--- config.mk ---
export PLATFORM = sky130hd
export DESIGN_NAME = mioc_shift_reg
export DESIGN_NICKNAME = d
export VERILOG_FILES = /design/src/rtl/mioc_pkg.sv /design/src/rtl/mioc_bit_cnt.sv /design/src/rtl/mioc_shift_reg.sv
export SDC_FILE = /design/constraint.sdc
export NUM_CORES = 1
export LEC_CHECK = 0
export BUFFER_PORTS_ARGS = -buffer_cell sky130_fd_sc_hd__clkbuf_2
export CAP_MARGIN = 5
export CORE_MARGIN = 8
export CORE_UTILIZATION = 47
export DETAILED_ROUTE_END_ITERATION = 8
export GPL_TIMING_DRIVEN = 0
export PLACE_DENSITY_LB_ADDON = 0.1
export SLEW_MARGIN = 20
export SYNTH_ARGS = -nofsm -noshare
export SYNTH_HDL_FRONTEND = slang
export SYNTH_SLANG_ARGS = --single-unit
--- constraint.sdc ---
create_clock -name clk -period 1.85 [get_ports clk]
set_input_delay 0.0925 -clock clk [delete_from_list [all_inputs] [get_ports clk]]
set_output_delay 0.0925 -clock clk [all_outputs]
set_load 0.1 [all_outputs]
--- src/rtl/mioc_pkg.sv ---
// Shared encodings for the mioc shift register: operating modes and FSM states.
package mioc_pkg;

   typedef enum logic [1:0] {
      MODE_HOLD = 2'b00,
      MODE_LOAD = 2'b01,
      MODE_SHR  = 2'b10,
      MODE_SHL  = 2'b11
   } mode_e;

   typedef enum logic {
      ST_IDLE  = 1'b0,
      ST_SHIFT = 1'b1
   } state_e;

endpackage

--- src/rtl/mioc_bit_cnt.sv ---
// Bit counter for serial shift-out: synchronous clear, increment and terminal-count flag.
module mioc_bit_cnt #(
   parameter int unsigned WIDTH = 8
) (
   input  logic clk,
   input  logic rst,
   input  logic i_clr,
   input  logic i_inc,
   output logic o_tc
);

   localparam int unsigned CW = $clog2(WIDTH + 1);

   logic [CW-1:0] r_cnt;

   always_ff @(posedge clk or posedge rst) begin
      if (rst) begin
         r_cnt <= '0;
      end else if (i_clr) begin
         r_cnt <= '0;
      end else if (i_inc) begin
         r_cnt <= r_cnt + CW'(1);
      end
   end

   // Flags the count at which the next shift is the WIDTH-th one.
   assign o_tc = (r_cnt == CW'(WIDTH - 1));

endmodule

--- src/rtl/mioc_shift_reg.sv ---
// Universal shift register with hold/load/shift modes and an automatic
// WIDTH-bit serial shift-out sequence with busy/done handshake.
module mioc_shift_reg
   import mioc_pkg::*;
#(
   parameter int unsigned WIDTH = 8
) (
   input  logic             clk,
   input  logic             rst,
   input  logic             clr,
   input  logic             set,
   input  logic [1:0]       mode,
   input  logic [WIDTH-1:0] d,
   input  logic             ser_in,
   input  logic             start,
   output logic [WIDTH-1:0] q,
   output logic [WIDTH-1:0] qbar,
   output logic             ser_out,
   output logic             busy,
   output logic             done
);

   state_e           r_state;
   state_e           w_state_nxt;
   logic [WIDTH-1:0] r_q;
   logic [WIDTH-1:0] w_q_nxt;
   logic             r_done;
   logic             w_done_nxt;
   logic             w_cnt_clr;
   logic             w_cnt_inc;
   logic             w_tc;

   mioc_bit_cnt #(
      .WIDTH (WIDTH)
   ) u_bit_cnt (
      .clk   (clk),
      .rst   (rst),
      .i_clr (w_cnt_clr),
      .i_inc (w_cnt_inc),
      .o_tc  (w_tc)
   );

   always_ff @(posedge clk or posedge rst) begin
      if (rst) begin
         r_state <= ST_IDLE;
         r_q     <= '0;
         r_done  <= 1'b0;
      end else begin
         r_state <= w_state_nxt;
         r_q     <= w_q_nxt;
         r_done  <= w_done_nxt;
      end
   end

   always_comb begin
      w_state_nxt = r_state;
      w_q_nxt     = r_q;
      w_done_nxt  = 1'b0;
      w_cnt_clr   = 1'b0;
      w_cnt_inc   = 1'b0;
      if (clr) begin
         w_q_nxt     = '0;
         w_state_nxt = ST_IDLE;
         w_cnt_clr   = 1'b1;
      end else if (set) begin
         w_q_nxt     = '1;
         w_state_nxt = ST_IDLE;
         w_cnt_clr   = 1'b1;
      end else begin
         case (r_state)
            ST_IDLE: begin
               if (start) begin
                  w_state_nxt = ST_SHIFT;
                  w_cnt_clr   = 1'b1;
               end else begin
                  case (mode_e'(mode))
                     MODE_HOLD: w_q_nxt = r_q;
                     MODE_LOAD: w_q_nxt = d;
                     MODE_SHR:  w_q_nxt = {ser_in, r_q[WIDTH-1:1]};
                     MODE_SHL:  w_q_nxt = {r_q[WIDTH-2:0], ser_in};
                     default:   w_q_nxt = r_q;
                  endcase
               end
            end
            ST_SHIFT: begin
               w_q_nxt   = {ser_in, r_q[WIDTH-1:1]};
               w_cnt_inc = 1'b1;
               // Final shift: counter is parked at zero so IDLE always sees cnt=0.
               if (w_tc) begin
                  w_state_nxt = ST_IDLE;
                  w_done_nxt  = 1'b1;
                  w_cnt_clr   = 1'b1;
               end
            end
            default: w_state_nxt = ST_IDLE;
         endcase
      end
   end

   assign q       = r_q;
   assign qbar    = ~r_q;
   assign ser_out = r_q[0];
   assign busy    = (r_state == ST_SHIFT);
   assign done    = r_done;

endmodule
==> results.txt <==
status - complete, no violations
Antenna Cells - 0
Die Width - 59.4 um
largest family of logic cells by synthesized area - compound AO/OA/AOI/OAI gates
reg2reg setup slack - 0.29 ns
ys async rst share - 1.00
first-pass GRT wire length - 4040 um
register area share after synthesis - 0.395
Worst Hold End - u_bit_cnt.r_cnt[3]
post-synthesis compound-gate area fraction - 0.285
Residual DRC - 0
number of setup violations in the final report - 0
Leak - 0.537 nW
core area - 1750 um2
final hold violation count - 0
H-tree levels - 1
Hold Crit Depth - 2
post-synthesis cell type count - 27
first-pass detailed-route iteration total - 4
fin. max-slew vios - 0
Yosys top cell area share - 0.395
Initial DRC Count - 48
Hold WS - 0.0432 ns
mapped cell area - 887 um2
slew margin rel. - 0.586
Crit. End Element - register
crit path max-delay cell type - dfrtp_2
synth top area cells - dfrtp_1 (39%), a311oi_1 (7.9%), a22oi_1 (6.8%)
postcts setup bufs - 0
die area - 3530 um2
Worst-Margin Slew - 0.619 ns
Post-Synth XOR/XNOR Area - 0
fin crit share - 0.841
min-delay src - start
crit path max fanout - 10
setup_tns - 0 ns
ANT nets after route - 0
crit-path cells - or3_4 -> buf_6 -> and3_1 -> a2111oi_2
Multi-input gate area - 442 um2
post-cts gate resize count - 0
cts bufs inserted - 3
R2R Path Start - busy
Tmin final - 1.56 ns
largest net degree at the start of global routing - 15
GPL Wtd Cong - 0.853
synth cell count leaders - dfrtp_1 (14), inv_1 (11), nor3_1 (10)
r2r endpoint - u_bit_cnt.r_cnt[3]
HP Class - input pin to register
leading area contributor after synthesis - dfrtp_1
Clock Path Buffers - 2
fmax - 643 MHz
CP arrival - 1.73 ns
post-synthesis mux area share - 0
initial antenna violation count - 0
CP delay by family, top - simple AND/OR/NAND/NOR gates
vias in the first global route - 891
start point of the critical path - busy
CTS Hold Bufs - 1
number of synthesized register bits - 14
post-synthesis simple-gate area fraction - 0.199
total track usage - 0.145
Post-DP HPWL - 1830 um
Final #Nets - 157
Clk Latency, worst-skew pair - 0.28 ns
Core Rows - 15
vias per cell - 5.59
Clock transition at path regs - 0.09 ns
Final Skew - 0.00652 ns
Critical Setup Path Class - register to register
Worst setup SP type - register
Initial Util - 0.508
Yosys Warn Count - 0
port bufs - 34
count leader, synth - dfrtp_1
FF/Latch Area - 352 um2
fill cell count - 164
Worst Path Required - 2.03 ns
Top FF cell, synth - dfrtp_1
CTS tree - done
DR WL/cell - 15.5 um
Clock Tree Root - clkbuf_4
Synth Area in Adders - 0.0141
Post-Syn Area per Cell - 8.87 um2
pwr dens - 889 nW/um2
proportion of layout cells with a drive suffix above 1 - 0.331
Max stage delay on crit path - 0.47 ns
Routed WL - 2550 um
number of synthesized flops with an enable pin - 0
Post-Syn Instances - 100
I/O Pins - 35
post-synthesis net count - 117
via count - 917
Clock Sinks - 14
Worst Path Buf+Inv - 1
Max Cap Viol - 0
RSZ-0062 raised after global routing - false
grt total ovfl - 0
r2r worst-path depth - 4
die height - 59.4 um
Layout area overhead - 28.1%
worst vdd ir - 495 uV
worst max-delay path by stage:
stage / endpoint / cells past startpoint
floorplan: u_bit_cnt.r_cnt[3] / 4
CTS: q[4] / 4
finish: u_bit_cnt.r_cnt[3] / 4
global placement: u_bit_cnt.r_cnt[3] / 4
global route: q[7] / 4
detailed placement: q[4] / 4
sequential cells by signal, summed over array words and instances, names as in the netlist:
register	flops
done	1
busy	1
q	8
u_bit_cnt.r_cnt	4
power breakdown:
part / leakage (nW) / switching, W / internal (W)
combinational: 0.335 / 0.000351 / 0.0000785
sequential: 0.182 / 0.0000266 / 0.000324
clock: 0.0210 / 0.000110 / 0.000120
cells by family after synthesis:
kind of cell,after synthesis
compound gates,33
simple gates,32
flops,14
fa+ha+maj,1
buf+inv,20
through the flow:
stage          instances  power (W)   util  worst slack (ns)  instance area [um2]
6_report             164    0.00101  0.651             0.294                 1140
5_1_grt              164    0.00105  0.651             0.169                 1140
4_1_cts              164    0.00101  0.651             0.292                 1140
3_5_place_dp         159   0.000784  0.624             0.304                 1090
3_3_place_gp         159   0.000781  0.624             0.315                 1090
2_1_floorplan        100   0.000701      -             0.111                  888
area by class of cell:
cell class	instances	area share
flip-flops and latches	14	0.309
inverters	11	0.0363
well taps	25	0.0275
repair buffers	35	0.159
clock buffers	4	0.0319
plain buffers	9	0.0474
multi-input cells	66	0.389
layer usage:
metal  routed length, um  up-vias  track usage
li1                    -      449            -
met1                1240      440        0.189
met2                1130       26        0.231
met3                 159        2       0.0304
met4                  15        0       0.0410
met5                   0        -            0
cells in the final DEF, fill, tap and decap left out, types with 2 or more instances in the layout:
cell type / count
clkbuf_1: 3
nor2_1: 4
inv_1: 11
buf_6: 2
a22oi_1: 8
and3_1: 2
a311oi_1: 8
and2_1: 9
nand2_1: 3
a31oi_1: 8
clkbuf_2: 34
buf_1: 2
nor3_1: 10
clkbuf_4: 3
a21oi_1: 3
dfrtp_1: 13
worst register-to-register path, stage by stage, from the launching register on:
cell and delay (ns):
dfrtp_2 0.47, or3_4 0.41, buf_6 0.15, and3_1 0.17, a2111oi_2 0.26
(Power assumes the default switching activity.)
